--- src/rtl/pe_dot_pkg.sv ---
// Shared helpers for the PE dot-product accumulator: adder-tree geometry and result record.
package pe_dot_pkg;

  localparam int RES_SUM_W = 32;
  localparam int RES_CNT_W = 16;

  // Default result record; the top re-declares it at its own ACC_W/CNT_W.
  typedef struct packed {
    logic signed [RES_SUM_W-1:0] sum;
    logic        [RES_CNT_W-1:0] chunks;
  } res_t;

  // Number of ternary reduction levels (= register stages) for num inputs.
  function automatic int tree_lat(input int num);
    int n;
    int lat;
    n   = num;
    lat = 1;
    while (n > 3) begin
      n   = (n + 2) / 3;
      lat = lat + 1;
    end
    return lat;
  endfunction

  // Output width of the tree: each ternary level grows the sum by two bits.
  function automatic int tree_w(input int din_w, input int num);
    return din_w + 2 * (tree_lat(num) - 1) + 2;
  endfunction

  // Operand count remaining after lvl ternary reductions of num inputs.
  function automatic int lvl_cnt(input int num, input int lvl);
    int n;
    n = num;
    for (int i = 0; i < lvl; i++) n = (n + 2) / 3;
    return n;
  endfunction

endpackage

--- src/rtl/pe_a10_adder_tree.sv ---
// Stall-free pipelined ternary adder tree: one register stage per reduction level.
// Datapath is unreset; qualification is the caller's job.
module pe_a10_adder_tree
  import pe_dot_pkg::*;
#(
  parameter int SIZE     = 8,
  parameter int NUM      = 4,
  parameter int OUT_SIZE = tree_w(SIZE, NUM)
) (
  input  logic                  clk,
  input  logic [NUM*SIZE-1:0]   din,
  output logic [OUT_SIZE-1:0]   dout
);

  localparam int LAT = tree_lat(NUM);

  logic signed [OUT_SIZE-1:0] lv_in [LAT][NUM];
  logic signed [OUT_SIZE-1:0] lv_d  [LAT][NUM];
  logic signed [OUT_SIZE-1:0] lv_q  [LAT][NUM];

  // Level inputs: sign-extended lanes feed level 0, each later level reads the previous register.
  always_comb begin
    for (int j = 0; j < NUM; j++) lv_in[0][j] = OUT_SIZE'($signed(din[j*SIZE +: SIZE]));
    for (int l = 1; l < LAT; l++) lv_in[l] = lv_q[l-1];
  end

  // Ternary reduction: output j of a level sums inputs 3j..3j+2 that exist; unused slots stay 0.
  always_comb begin
    for (int l = 0; l < LAT; l++) begin
      for (int j = 0; j < NUM; j++) begin
        lv_d[l][j] = '0;
        if (j < lvl_cnt(NUM, l + 1)) begin
          for (int k = 0; k < 3; k++) begin
            if (3 * j + k < lvl_cnt(NUM, l)) lv_d[l][j] = lv_d[l][j] + lv_in[l][3*j+k];
          end
        end
      end
    end
  end

  // Pipeline registers, advancing every cycle.
  always_ff @(posedge clk) begin
    lv_q <= lv_d;
  end

  assign dout = lv_q[LAT-1][0];

endmodule

--- src/rtl/pe_res_fifo.sv ---
// Small synchronous result FIFO with occupancy count. Pop on empty is ignored;
// push and pop on the same edge keep the count and the order.
module pe_res_fifo
  import pe_dot_pkg::*;
#(
  parameter type T     = res_t,
  parameter int  DEPTH = 4,
  parameter int  CW    = $clog2(DEPTH + 1)
) (
  input  logic          clk,
  input  logic          resetn,
  input  logic          push,
  input  T              din,
  input  logic          pop,
  output T              dout,
  output logic          valid,
  output logic [CW-1:0] count
);

  localparam int PW = (DEPTH > 1) ? $clog2(DEPTH) : 1;

  T              mem [DEPTH];
  logic [PW-1:0] wr_ptr, rd_ptr;
  logic          do_push, do_pop;

  assign do_pop  = pop && (count != '0);
  assign do_push = push && ((count != CW'(DEPTH)) || do_pop);
  assign valid   = (count != '0);
  assign dout    = mem[rd_ptr];

  function automatic logic [PW-1:0] ptr_inc(input logic [PW-1:0] p);
    return (p == PW'(DEPTH - 1)) ? '0 : p + PW'(1);
  endfunction

  // Storage, pointers and occupancy; storage is cleared so the head reads 0 when empty after reset.
  always_ff @(posedge clk or negedge resetn) begin
    if (!resetn) begin
      for (int i = 0; i < DEPTH; i++) mem[i] <= '0;
      wr_ptr <= '0;
      rd_ptr <= '0;
      count  <= '0;
    end else begin
      if (do_push) begin
        mem[wr_ptr] <= din;
        wr_ptr      <= ptr_inc(wr_ptr);
      end
      if (do_pop) rd_ptr <= ptr_inc(rd_ptr);
      if (do_push && !do_pop)      count <= count + CW'(1);
      else if (do_pop && !do_push) count <= count - CW'(1);
    end
  end

endmodule

--- src/rtl/pe_dot_accum_ctrl.sv ---
// Frame accumulator around the stall-free adder tree. Chunks are tracked by a
// valid/last shift register; each frame's sum lands in a result FIFO. Input is
// throttled by credits so every last chunk in flight already owns a FIFO slot.
module pe_dot_accum_ctrl
  import pe_dot_pkg::*;
#(
  parameter int NUM       = 4,
  parameter int DIN_W     = 8,
  parameter int ACC_W     = 32,
  parameter int CNT_W     = 16,
  parameter int RES_DEPTH = 4
) (
  input  logic                   clk,
  input  logic                   resetn,
  input  logic                   in_valid,
  output logic                   in_ready,
  input  logic [NUM*DIN_W-1:0]   in_data,
  input  logic                   in_last,
  output logic                   out_valid,
  input  logic                   out_ready,
  output logic [ACC_W-1:0]       out_sum,
  output logic [CNT_W-1:0]       out_chunks,
  output logic                   busy
);

  localparam int LAT    = tree_lat(NUM);
  localparam int TREE_W = tree_w(DIN_W, NUM);
  localparam int FCW    = $clog2(RES_DEPTH + 1);

  typedef struct packed {
    logic signed [ACC_W-1:0] sum;
    logic        [CNT_W-1:0] chunks;
  } res_w_t;

  logic                     accept;
  logic [LAT-1:0]           vld_pipe, lst_pipe;
  logic                     tail_v, tail_l;
  logic [TREE_W-1:0]        tree_dout;
  logic signed [ACC_W-1:0]  dext, acc, sum_nxt;
  logic [CNT_W-1:0]         cnt, cnt_nxt;
  logic                     push;
  res_w_t                   push_res, head;
  logic [FCW-1:0]           fifo_cnt;

  assign accept = in_valid && in_ready;

  // Credit check: FIFO entries plus lasts still in the tree must leave a free slot.
  assign in_ready = (int'(fifo_cnt) + $countones(lst_pipe)) < RES_DEPTH;

  pe_a10_adder_tree #(
    .SIZE     (DIN_W),
    .NUM      (NUM),
    .OUT_SIZE (TREE_W)
  ) u_tree (
    .clk  (clk),
    .din  (in_data),
    .dout (tree_dout)
  );

  // Valid/last tracking, aligned with the tree's register stages.
  always_ff @(posedge clk or negedge resetn) begin
    if (!resetn) begin
      vld_pipe <= '0;
      lst_pipe <= '0;
    end else begin
      vld_pipe[0] <= accept;
      lst_pipe[0] <= accept && in_last;
      for (int i = 1; i < LAT; i++) begin
        vld_pipe[i] <= vld_pipe[i-1];
        lst_pipe[i] <= lst_pipe[i-1];
      end
    end
  end

  assign tail_v  = vld_pipe[LAT-1];
  assign tail_l  = lst_pipe[LAT-1];
  assign dext    = ACC_W'($signed(tree_dout));
  assign sum_nxt = acc + dext;
  assign cnt_nxt = cnt + CNT_W'(1);

  assign push            = tail_v && tail_l;
  assign push_res.sum    = sum_nxt;
  assign push_res.chunks = cnt_nxt;

  // Frame accumulation: a retiring last hands its total to the FIFO and restarts the frame.
  always_ff @(posedge clk or negedge resetn) begin
    if (!resetn) begin
      acc <= '0;
      cnt <= '0;
    end else if (tail_v) begin
      if (tail_l) begin
        acc <= '0;
        cnt <= '0;
      end else begin
        acc <= sum_nxt;
        cnt <= cnt_nxt;
      end
    end
  end

  pe_res_fifo #(
    .T     (res_w_t),
    .DEPTH (RES_DEPTH),
    .CW    (FCW)
  ) u_fifo (
    .clk    (clk),
    .resetn (resetn),
    .push   (push),
    .din    (push_res),
    .pop    (out_ready),
    .dout   (head),
    .valid  (out_valid),
    .count  (fifo_cnt)
  );

  assign out_sum    = head.sum;
  assign out_chunks = head.chunks;
  assign busy       = (|vld_pipe) || (cnt != '0);

endmodule

--- config.mk ---
export PLATFORM = sky130hd
export DESIGN_NAME = pe_dot_accum_ctrl
export DESIGN_NICKNAME = d
export VERILOG_FILES = /design/src/rtl/pe_dot_pkg.sv /design/src/rtl/pe_a10_adder_tree.sv /design/src/rtl/pe_res_fifo.sv /design/src/rtl/pe_dot_accum_ctrl.sv
export SDC_FILE = /design/constraint.sdc
export NUM_CORES = 1
export LEC_CHECK = 0
export CAP_MARGIN = 20
export CORE_ASPECT_RATIO = 0.9
export CORE_MARGIN = 10
export CORE_UTILIZATION = 45
export DETAILED_ROUTE_END_ITERATION = 6
export DONT_BUFFER_PORTS = 1
export MAX_ROUTING_LAYER = met4
export SYNTH_ARGS = -nofsm -noshare
export SYNTH_HDL_FRONTEND = slang
export SYNTH_SLANG_ARGS = --single-unit
--- constraint.sdc ---
create_clock -name clk -period 2.8 [get_ports clk]
set_input_delay 0.56 -clock clk [delete_from_list [all_inputs] [get_ports clk]]
set_output_delay 0.56 -clock clk [all_outputs]
set_load 0.02 [all_outputs]
; After elaboration in Yosys (flattened, before gate mapping)
; Cells that the tools add are included.
[totals]
wordCells = 66
ff_bits = 283
out_inout_bits = 51
input_bits = 37
[op_classes]
reduce_logical = 16
n_bitwise = 2
n_addsub = 11
n_lt_le_gt_ge = 4
n_eq_ne = 3
muxes = 12
[ops]
columns = operator, n
row1 = 192-bit bitwise mux, 1
row2 = 48-bit two-way mux, 3
row3 = 48-bit binary-select mux with 2-bit select, 1
row4 = 48-bit demux with 2-bit select, 1
row5 = 32-bit by 12-bit adder with 32-bit output, 1
row6 = 32-bit two-way mux, 1
row7 = 16-bit by 1-bit adder with 16-bit output (second input constant), 1
row8 = 16-bit two-way mux, 1
row9 = 16-bit nonzero test, 1
row10 = 12-bit by 8-bit adder with 12-bit output, 1
row11 = 9-bit by 8-bit adder with 10-bit output, 1
row12 = 8-bit by 8-bit adder with 9-bit output, 1
row13 = 1-bit logical AND, 8
row14 = 3-bit >= comparator (second input constant), 2
row15 = 3-bit two-way mux, 2
row16 = 2-bit inverter with 3-bit output, 2
row17 = 2-bit by 1-bit adder with 2-bit output (second input constant), 2
row18 = 3-bit by 2-bit adder with 4-bit output, 1
row19 = 2-bit equality test (second input constant), 2
row20 = 4-bit by 3-bit less-than comparator with 1-bit output (second input constant), 1
row21 = 2-bit two-way mux, 2
row22 = 3-bit by 1-bit adder with 3-bit output (second input constant), 1
row23 = 3-bit by 1-bit less-than comparator with 1-bit output (second input constant), 1
row24 = 3-bit inequality test (second input constant), 1
row25 = other kinds (7), 9

; Depth between registers and ports, before layout
; Gate-level depths: netlist of run 1.
[depth]
word_depth = 8
depth_mapped = 12

; By module
; From an unflattened synthesis of run 1, not the netlist that was laid out.
[unflattened]
cells_unflattened = 1108
hier_area_um2 = 14685.3
[by_module_without_submodules]
columns = module, area_per_inst_um2, cells_each, n_inst
row1 = pe_res_fifo, 9027.4, 503, 1
row2 = pe_dot_accum_ctrl, 4170.2, 469, 1
row3 = pe_a10_adder_tree, 1487.7, 136, 1

; Least setup slack after synthesis of run 1
; No wires, ideal clock.
[synth_path]
path_kind = register -> register
from = register u_tree.lv_q, in the netlist u_tree.dout[11]
to = register u_fifo.mem[45] (netlist bit)
n_path_buf = 1
setup_slack_ns = -0.129
t_required_ns = 2.673
stages_incl_launch_ff = 11
period_less_slack_ns = 2.929
t_arrival_ns = 2.802
path_cell_list = dfxtp_1 ha_1 clkbuf_1 a21o_1 a311oi_1 o21ai_0 a21o_1 a21oi_2 and4b_1 nor3_2 mux2_1
[synth_between]
elab_chain_len = 2
[synth_rtl]
columns = element, line_no
row1 = "start, declared", pe_a10_adder_tree.sv:19  ; logic signed [OUT_SIZE-1:0] lv_q [LAT][NUM];
row2 = "start signal, assigned", pe_a10_adder_tree.sv:43  ; lv_q <= lv_d;
row3 = 32-bit by 12-bit adder with 32-bit output, pe_dot_accum_ctrl.sv:78  ; assign sum_nxt = acc + dext;
row4 = 192-bit bitwise mux, pe_res_fifo.sv:44  ; mem[wr_ptr] <= din;
row5 = "end signal, assigned by index", pe_res_fifo.sv:44
row6 = "end, declared", pe_res_fifo.sv:22  ; T mem [DEPTH];
; Every way passes these cells.
; A chain may end at the register's enable or synchronous reset.

; Final worst setup path of run 1
[layout_path]
from = register acc[0]
to = register u_fifo.mem[46] (netlist bit)
[layout_between]
elab_chain_len = 2
[layout_rtl]
columns = element, line_no
row1 = "start, declared", pe_dot_accum_ctrl.sv:39  ; logic signed [ACC_W-1:0] dext, acc, sum_nxt;
row2 = "start signal, assigned", pe_dot_accum_ctrl.sv:95  ; acc <= sum_nxt;
row3 = 32-bit by 12-bit adder with 32-bit output, pe_dot_accum_ctrl.sv:78
row4 = 192-bit bitwise mux, pe_res_fifo.sv:44
; Every way passes these cells.

==> reports/metrics.csv, run 1 <==
stage;metric;value;unit
setup_path;cp.required;3230;ps
worst_hold_path;holdCritPathClass;input pin to asynchronous set/reset pin;
synth;synth_warnings;0;
timing;fin_tns_setup;0;ps
placed_design;gp_congestion;0.885;
setup_path;critPathMaxFanout;5;
setup_path;crit_type;flip-flop to flip-flop;
status;violations;hold timing;
cells_and_area;nets;1377;
timing;worst_pin_slew;837;ps
clock_network;worstSkewPairLatency;550;ps
setup_path;crit_path_end_kind;flip-flop;
synth;yosysTopAreaCell;dfrtp_1;
status;status;finished, violations left;
global_route;grt_pass1_wl;50200;µm
cells_and_area;diodes;0;
timing;skew;16.4;ps
global_route;grt_usage;0.167;
setup_path;startpoint_type;flip-flop;
power_and_ir_drop;ir_drop;0.000608;V
synth;ys_seq_elements;281;
clock_network;clk_pin_slew;60;ps
floorplan;start_util;0.458;
placed_design;dp.cells;1635;
clock_network;cts_buffer_depth;3;
synth;syn_inst;1240;
power_and_ir_drop;leakagePower;7.09;nW
synth;synthFlopType;dfrtp_1;
clock_network;clk_root_buffer_cell;clkbuf_16;
timing;final-max-slew-violation-count;0;
clock_network;cts_buffers;31;
timing;max-slew-margin-rel;0.440;
floorplan;die_area;0.0380;mm²
floorplan;die_w;204;µm
synth;ys_types;67;
floorplan;fp-row-count;60;
synth;synth_edf_count;0;
drt;wl;30800;µm
floorplan;coreArea;0.0300;mm²
drt;drt-initial-drc-count;586;
drt;post_drt_wl_per_cell;18.2;µm
clock_network;htree_levels;1;
flow_run;drv_cap;0;
global_route;grt_overflow;0;
timing;post-route-period-util;0.957;
global_route;antenna_found_initial;0;
synth;synth.avg_cell_area;11.1;µm²
cells_and_area;drive_above_1_share;0.191;
placed_design;io_buffers;0;
setup_path;regToRegSetupSlack;120;ps
timing;fmax;373;MHz
placed_design;dp_hpwl;20900;µm
cells_and_area;finalNonFillerCells;1694;
synth;async_reset_ff_frac;0.893;
floorplan;die_height;186;µm
timing;final_hold_viol_count;251;
synth;synth_area_leaders;dfrtp_1 46%, mux4_2 7.9%, o21ai_0 6.2%;
synth;synthesis.nets;1347;
clock_network;cts_tree;yes;
timing;finalCriticalPeriod;2680;ps
setup_path;worstPathArrival;3110;ps
global_route;grt_pass1_vias;9403;
synth;synth_commonest_cells;251 x dfrtp_1, 195 x nand2_1, 170 x o21ai_0;
drt;firstDrtPassIters;4;
drt;ant_nets;0;
synth;yosys.cell_count.top_type;dfrtp_1;
cells_and_area;areaGrowthSynthToFinish;14.9;%
synth;synth_top_area_share;0.457;
drt;routed_via_density;5.45;
drt;drc;0;
synth;syn_area;0.0137;mm²
synth;ys_seq_area_frac;0.501;
timing;hold_ws;-286;ps
timing;setup_viol_count_final;0;
global_route;grt_max_degree;252;
drt;vias;9235;
floorplan;pin_count;88;
clock_network;clock_sinks;281;
cells_and_area;fillers;2619;
power_and_ir_drop;p_per_area;1220;mW/mm²
## cells in the final DEF, fill, tap and decap left out, types with 5 or more instances in the layout
cell type and instances:
o211ai_1 5, mux2i_1 6, nor3_1 6, buf_12 9, a21o_1 19, xnor2_1 26
and3_1 12, o21ai_1 14, xor2_1 27, ha_1 54, clkbuf_8 11, nor2_1 25
dfrtp_1 249, mux4_2 48, nand2b_1 6, mux2_1 7, buf_4 63, fa_1 11
a22o_1 6, o21ai_0 170, o21bai_1 8, dfxtp_1 29, nand4_1 6, mux2_2 27
a21oi_1 37, nand2_1 191, inv_1 29, clkbuf_16 31, nand3_1 20, o2bb2ai_1 34
## metal layers
metal	vias up	GRT usage	wire (µm)
met2	132	0.267	14400
met5	-	-	0
li1	4512	-	-
met3	33	0.0269	1180
met4	0	0.0346	499
met1	4558	0.222	14600
## sequential cells by signal, indices dropped and copies added, names as in the netlist
name,count
acc,32
vld_pipe,2
u_fifo.count,3
u_fifo.mem,192
cnt,16
u_fifo.wr_ptr,2
u_fifo.rd_ptr,2
u_tree.lv_in,18
u_tree.dout,12
lst_pipe,2
## stage by stage
step	hold slack, ps	util	worst slack (ps)	total power, W	area, µm²
2_1_floorplan	264	-	130	0.0121	13700
3_3_place_gp	279	0.486	-134	0.0149	14600
3_5_place_dp	278	0.486	-134	0.0150	14600
4_1_cts	-309	0.521	2.94	0.0192	15700
5_1_grt	-311	0.526	-3.52	0.0207	15800
6_report	-286	0.526	121	0.0193	15800
## cells by family (layout without fill, tap and decap cells)
group / after synthesis / in the layout / synth area share
DFF: 281 / 281 / 0.501
muxes: 88 / 88 / 0.111
xor gates and xnor gates: 56 / 56 / 0.0367
and+or+nand+nor: 300 / 300 / 0.0959
buffers and inverters: 106 / 157 / 0.0296
adders and majority gates: 70 / 70 / 0.0703
AOI/OAI and AO/OA: 339 / 339 / 0.156
## layout make-up
cell class | count | area (µm²) | area share
multi-input combinational | 853 | 6590 | 0.417
clock buffer | 45 | 938 | 0.0594
inverter | 29 | 109 | 0.00689
sequential | 281 | 6890 | 0.436
timing repair buffer | 74 | 679 | 0.0430
tap | 403 | 504 | 0.0319
clock inverter | 9 | 86.3 | 0.00547
## what timing repair did
item / in CTS / in global routing
pin swaps: 5 / 3
setup buffers: 1 / 4
gates resized for setup: 3 / 23
endpoints found under the setup margin: 17 / 57
endpoints found under the hold margin: 251 / 251
## final timing paths
| check | start | end | cells after the start |
|---|---|---|---|
| max | acc[0] | u_fifo.mem[46] | 11 |
| min | resetn | u_fifo.mem[181] | 0 |
| max reg2reg | acc[0] | u_fifo.mem[46] | 11 |
| min reg2reg | vld_pipe[0] | vld_pipe[1] | 0 |
| max in group asynchronous | resetn | acc[3] | 0 |
| min in group clk | in_data[30] | u_tree.lv_in[30] | 0 |
## worst max-delay path, stage by stage, from the launching register on
cell      delay [ps]
dfrtp_1          380
ha_2             190
fa_2             350
a211oi_2         170
buf_4            150
o21ai_4           80
a41o_1           300
a211oi_4         270
o31ai_2           90
a21oi_2          190
xnor2_2          110
mux2_2           270
## where the power goes
part           leakage, nW  total, W  internal [W]  switching, W
Clock                0.509   0.00404       0.00240       0.00163
Sequential            3.60   0.00619       0.00534      0.000850
Combinational         2.97   0.00904       0.00393       0.00512
(Power assumes the default switching activity.)
==> run 2: changes to the inputs <==
--- a/config.mk
+++ b/config.mk
@@ -14,4 +14,5 @@
 export MAX_ROUTING_LAYER = met4
 export SYNTH_ARGS = -nofsm -noshare
 export SYNTH_HDL_FRONTEND = slang
+export SYNTH_HIERARCHICAL = 1
 export SYNTH_SLANG_ARGS = --single-unit
==> constraint.sdc (replaced) <==
create_clock -name clk -period 2.8 [get_ports clk]
set_input_delay 0.56 -clock clk [delete_from_list [all_inputs] [get_ports clk]]
set_output_delay 0.56 -clock clk [all_outputs]
set_load 0.1 [all_outputs]
==> run 2 against run 1 <==
The run still ends with hold timing left. Utilization up 0.14 points. Register-to-register slack worse by 40 ps. Final cell count down 5.1%. Critical path type is now flip-flop to output port. Critical endpoint is now busy. Largest cell class is now multi-input combinational cells.
==> reports/metrics.csv, run 2 <==
stage;metric;value;unit
placed_design;dp_hpwl;21200;µm
cells_and_area;seqCellArea;0.00687;mm²
synth;syn_area;0.0147;mm²
global_route;grt_pass1_wl;53400;µm
cells_and_area;nets;1276;
worst_hold_path;holdCritPathClass;input pin to asynchronous set/reset pin;
flow_run;drv_cap;0;
global_route;grt_usage;0.168;
synth;yosys.cell_count.top_type;dfrtp_1;
placed_design;dp_slack;-55.9;ps
cells_and_area;diodes;0;
floorplan;die_area;0.0403;mm²
global_route;antenna_found_initial;0;
cells_and_area;final_cell_mix;249 x dfrtp_1, 117 x mux2_2, 80 x mux2_4, 68 x buf_4, 52 x nand2_1;
synth;syn_inst;1108;
clock_network;cts_buffer_depth;3;
status;violations;hold timing;
setup_path;crit_family;simple AND/OR/NAND/NOR gates;
clock_network;cts_hold_buf;8;
timing;skew;31.2;ps
setup_path;cp.required;2240;ps
cells_and_area;top_register;u_fifo/mem;
setup_path;startpoint_type;flip-flop;
synth;synth.avg_cell_area;13.3;µm²
floorplan;coreArea;0.0320;mm²
setup_path;worst_path_max_delay_cell;or4b_4;
synth;ys_seq_area_frac;0.467;
setup_path;path_cells;inv_2 -> ha_4 -> or4b_4 -> nor3_4 -> nand4_1 -> buf_12;
synth;synth_area_leaders;dfrtp_1 43%, mux2_2 9.0%, mux2_4 8.2%;
clock_network;worstSkewPairLatency;570;ps
placed_design;io_buffers;0;
drt;drt-initial-drc-count;399;
synth;synth_warnings;6;
cells_and_area;fillers;2719;
floorplan;die_height;191;µm
placed_design;gp_congestion;0.875;
timing;worst_pin_slew;736;ps
drt;ant_nets;0;
setup_path;r2r.worst_path.cells;10;
drt;vias;8955;
timing;final-max-slew-violation-count;0;
global_route;grt_max_degree;252;
drt;post_drt_wl_per_cell;20.2;µm
clock_network;cts_buffers;30;
setup_path;regToRegSetupSlack;80;ps
floorplan;start_util;0.458;
synth;async_reset_ff_frac;0.896;
synth;ys_seq_elements;280;
clock_network;htree_levels;1;
timing;setup_viol_count_final;0;
timing;layout_setup_ws;78.9;ps
status;status;finished, violations left;
synth;synth_edf_count;0;
global_route;grt_overflow;0;
drt;drc;0;
timing;finalCriticalPeriod;2720;ps
cells_and_area;drive_above_1_share;0.369;
floorplan;pin_count;88;
synth;synth_top_area_share;0.428;
floorplan;die_w;210;µm
drt;routed_via_density;5.57;
setup_path;crit_path_end_kind;output port;
synth;synthFlopType;dfrtp_1;
cells_and_area;multiInputGateArea;0.00767;mm²
setup_path;r2r_end;u_fifo/mem[141];
setup_path;worst-path-buf-inv;2;
timing;max-slew-margin-rel;0.508;
setup_path;slowest_delay;460;ps
synth;ys_types;74;
setup_path;critPathMaxFanout;2;
timing;hold_ws;-306;ps
setup_path;r2r_start;acc[1];
cells_and_area;areaGrowthSynthToFinish;15.1;%
cells_and_area;final_common_cell;dfrtp_1;
setup_path;crit_type;flip-flop to output port;
timing;fmax;368;MHz
drt;firstDrtPassIters;4;
synth;synth_commonest_cells;251 x dfrtp_1, 117 x mux2_2, 80 x mux2_4;
floorplan;fp-row-count;62;
global_route;grt_pass1_vias;9451;
clock_network;clock_sinks;280;
timing;post-route-period-util;0.972;
setup_path;worstPathArrival;2160;ps
timing;rsz0062_at_grt;true;
clock_network;cts_tree;yes;
timing;final_hold_viol_count;251;
clock_network;clk_root_buffer_cell;clkbuf_16;
clock_network;clk_pin_slew;60;ps
synth;yosysTopAreaCell;dfrtp_1;
synth;synthesis.nets;1215;
drt;wl;32500;µm
cells_and_area;largest_reg_flops;192;
run 2: cell count changes in the layout (fill, tap and decap cells not counted), moves of 9 or more:
cell       change
nand2_1      -139
o21ai_0      -138
mux2_2        +90
mux2_4        +80
o2bb2ai_1     -34
a22o_1        +20
a21oi_1        -9
run 2: repair_timing:
| item | in CTS | in global routing |
|---|---|---|
| endpoints found under the hold margin | 259 | 251 |
| setup endpoints to repair | 58 | 78 |
| gates resized for setup | 14 | 44 |
| pin swaps | 4 | 9 |
| buffers inserted | 5 | 7 |
run 2: worst register-to-register path: stages (launching register included):
cell and delay (ps):
dfrtp_1 410, ha_1 320, a211oi_2 260, nor3_2 100
or2_1 260, o41a_4 410, nand4_1 150, and3_4 200
xnor2_1 60, buf_4 150, mux2_4 260
run 2: logic make-up (layout without fill, tap and decap cells):
| family | after synthesis | after routing | share of synthesized area |
|---|---|---|---|
| flip-flops | 280 | 280 | 0.467 |
| multiplexers | 247 | 247 | 0.246 |
| XOR/XNOR | 56 | 56 | 0.0334 |
| buffers and inverters | 86 | 169 | 0.0303 |
| AO/OA/AOI/OAI | 189 | 189 | 0.0945 |
| AND/OR/NAND/NOR | 180 | 180 | 0.0623 |
| adder cells (fa/ha/maj) | 70 | 70 | 0.0658 |
run 2: through the flow:
stage	hold WS [ps]	setup TNS, ps	util	std cells	area (µm²)
after floorplan	264	0	-	1108	14700
after global placement	275	-161	0.482	1533	15400
after detailed placement	277	-218	0.482	1533	15400
after CTS	-339	-58.2	0.519	1600	16600
after global routing	-322	-357	0.527	1607	16900
final	-306	0	0.527	1607	16900
run 2: area by class of cell:
class	count	share of cell area
flip-flops and latches	280	0.406
clock inverters	8	0.00592
inverters	32	0.00711
clock buffers	46	0.0533
multi-input cells	742	0.454
well taps	416	0.0308
repair buffers	83	0.0427
run 2: how the worst max path moves through the flow:
stage	to	start	cells past startpoint	slack, ps
after floorplan	busy	cnt[0]	5	10
after global placement	u_fifo/mem[190]	acc[0]	10	-40
after detailed placement	u_fifo/mem[190]	acc[0]	10	-60
after CTS	busy	cnt[1]	6	-60
after global routing	u_fifo/mem[45]	acc[2]	10	-50
final	busy	cnt[0]	6	80
run 2: per-layer routing:
metal,part of all wire,up-vias,track usage
met1,0.49,4583,0.232
met2,0.45,115,0.254
li1,-,4222,-
met4,0.013,0,0.0273
met5,0,-,-
met3,0.043,35,0.0350
Power of run 2 is not shown: default switching activity piles up to over one toggle a cycle in this logic, so the estimate is an artifact.
==> run 3: changes to the inputs <==
--- a/config.mk
+++ b/config.mk
@@ -8,10 +8,12 @@
 export CAP_MARGIN = 20
 export CORE_ASPECT_RATIO = 0.9
 export CORE_MARGIN = 10
-export CORE_UTILIZATION = 45
+export CORE_UTILIZATION = 58
 export DETAILED_ROUTE_END_ITERATION = 6
 export DONT_BUFFER_PORTS = 1
+export GPL_TIMING_DRIVEN = 0
 export MAX_ROUTING_LAYER = met4
+export PLACE_DENSITY = 0.76
 export SYNTH_ARGS = -nofsm -noshare
 export SYNTH_HDL_FRONTEND = slang
 export SYNTH_HIERARCHICAL = 1
==> run 3 against run 2 <==
The flow finishes with violations (hold timing, setup timing). Clock skew down 24 ps. Count of clock-buffer cells in the layout up 1. Critical path depth up 4. Non-clock buffer count down 15. Via count up 2.6%. Global-route usage up 3.6 points. Wire length down 0.62%. First-iteration DRC count up 71%. Maximum frequency down 5.3%. Critical endpoint is now u_fifo/mem[190]. Setup slack worse by 150 ps. Design area down 0.58%. Register-to-register slack worse by 150 ps.
==> reports/metrics.csv, run 3 (synthesis gave the netlist of run 2 again) <==
stage;metric;value;unit
clock_network;cts_hold_buf;4;
timing;hold_ws;-299;ps
setup_path;critPathLaunch;acc[0];
timing;final_hold_viol_count;251;
floorplan;die_height;171;µm
setup_path;critPathMaxFanout;4;
timing;layout_setup_ws;-74.6;ps
setup_path;worst_path_max_delay_cell;dfrtp_1;
timing;fmax;348;MHz
setup_path;regToRegSetupSlack;-70;ps
drt;wl_met3;1840;µm
timing;skew;7.47;ps
placed_design;dp_slack;-353;ps
drt;drt-initial-drc-count;681;
setup_path;r2r.worst_path.cells;10;
cells_and_area;areaGrowthSynthToFinish;14.4;%
drt;wl_met2;15300;µm
clock_network;cts_buffers;29;
placed_design;gp_congestion;0.928;
setup_path;crit_end;u_fifo/mem[190];
setup_path;r2r_start;acc[0];
timing;rsz0062_at_grt;true;
drt;firstDrtPassIters;5;
setup_path;path_cells;ha_4 -> fa_2 -> a21oi_4 -> o21ai_2 -> a211oi_2 -> o311a_4 -> o32ai_4 -> or3_4 -> and2_4 -> mux2_4;
setup_path;startpoint_type;flip-flop;
drt;post_drt_wl_per_cell;21.3;µm
status;status;finished, violations left;
cells_and_area;top_register;u_fifo/mem;
setup_path;cp.required;3250;ps
setup_path;crit_type;flip-flop to flip-flop;
placed_design;dp.cells;1453;
cells_and_area;drive_above_1_share;0.378;
drt;vias;9192;
placed_design;dp_hpwl;21400;µm
cells_and_area;finalNonFillerCells;1515;
setup_path;crit_family;compound AO/OA/AOI/OAI gates;
setup_path;crit_path_end_kind;flip-flop;
floorplan;coreArea;0.0250;mm²
global_route;grt_pass1_vias;9469;
drt;top_layer_used;met4;
floorplan;die_area;0.0321;mm²
timing;finalCriticalPeriod;2870;ps
drt;drc;0;
clock_network;worstSkewPairLatency;560;ps
setup_path;crit_cells;10;
cells_and_area;largest_reg_flops;192;
floorplan;start_util;0.586;
flow_run;drv_cap;0;
floorplan;die_w;188;µm
cells_and_area;final_common_cell;dfrtp_1;
global_route;grt_overflow;0;
global_route;antenna_found_initial;0;
drt;ant_nets;0;
clock_network;clk_root_buffer_cell;clkbuf_16;
setup_path;slowest_delay;410;ps
cells_and_area;diodes;0;
drt;wl_met1;14500;µm
setup_path;r2r_end;u_fifo/mem[190];
setup_path;worst-path-buf-inv;0;
status;violations;hold timing, setup timing;
global_route;grt_usage;0.203;
clock_network;clock_sinks;280;
timing;setup_viol_count_final;4;
timing;final-max-slew-violation-count;0;
cells_and_area;nets;1260;
clock_network;htree_levels;1;
cells_and_area;final_cell_mix;249 x dfrtp_1, 117 x mux2_2, 80 x mux2_4, 49 x nand2_1, 48 x mux4_2;
floorplan;pin_count;88;
drt;wl;32300;µm
clock_network;cts_buffer_depth;3;
setup_path;worstPathArrival;3320;ps
placed_design;io_buffers;0;
drt;routed_via_density;6.07;
timing;max-slew-margin-rel;0.499;
worst_hold_path;holdCritPathClass;input pin to asynchronous set/reset pin;
global_route;grt_max_degree;252;
clock_network;cts_tree;yes;
timing;post-route-period-util;1.03;
clock_network;clk_pin_slew;60;ps
floorplan;fp-row-count;55;
global_route;grt_pass1_wl;51900;µm
cells_and_area;fillers;1786;
timing;worst_pin_slew;751;ps
run 3: changes by cell type in the layout (fill, tap and decap cells not counted), moves of 5 or more:
cell,delta
a21oi_1,-5
buf_12,-5
buf_2,+12
buf_4,-47
buf_6,+14
clkbuf_1,+12
ha_1,-10
ha_2,+7
run 3: per-stage QoR:
stage | utilization | TNS [ps] | hold slack, ps | instance area (µm²)
finish | 0.671 | -289 | -299 | 16800
global route | 0.671 | -2690 | -311 | 16800
CTS | 0.658 | -212 | -315 | 16500
detailed placement | 0.606 | -6150 | 282 | 15200
global placement | 0.603 | -4160 | 280 | 15100
floorplan | - | 0 | 264 | 14700
run 3: what timing repair did:
action / in CTS / in global routing
cloned: 1 / 0
setup endpoints to repair: 105 / 56
endpoints found under the hold margin: 255 / 251
buffers inserted: 10 / 5
pin swaps: 11 / 17
resized for setup: 64 / 56
run 3: how the worst min path moves through the flow:
stage / slack [ps] / cells past startpoint / endpoint
3_5_place_dp: 280 / 0 / u_fifo/mem[124]
5_1_grt: -310 / 0 / u_fifo/mem[124]
4_1_cts: -310 / 0 / u_fifo/mem[167]
2_1_floorplan: 260 / 0 / acc[0]
3_3_place_gp: 280 / 0 / u_fifo/mem[124]
6_report: -300 / 0 / acc[11]
run 3: layer usage:
layer  global-route usage  vias to the layer above
met4               0.0486                        0
met1                0.270                     4729
li1                     -                     4187
met2                0.319                      214
met5                    -                        -
met3               0.0409                       62
run 3: area by class of cell:
cell class                 instances  area, µm²  share of cell area
sequential                       280       6870               0.409
clock inverter                     4       58.8             0.00350
timing repair buffer              23        241              0.0144
clock buffer                      47        873              0.0520
multi-input combinational        742       7870               0.469
tap                              342        428              0.0255
buffer                            45        338              0.0201
inverter                          32        120             0.00715
Power of run 3 is left out for the same reason.
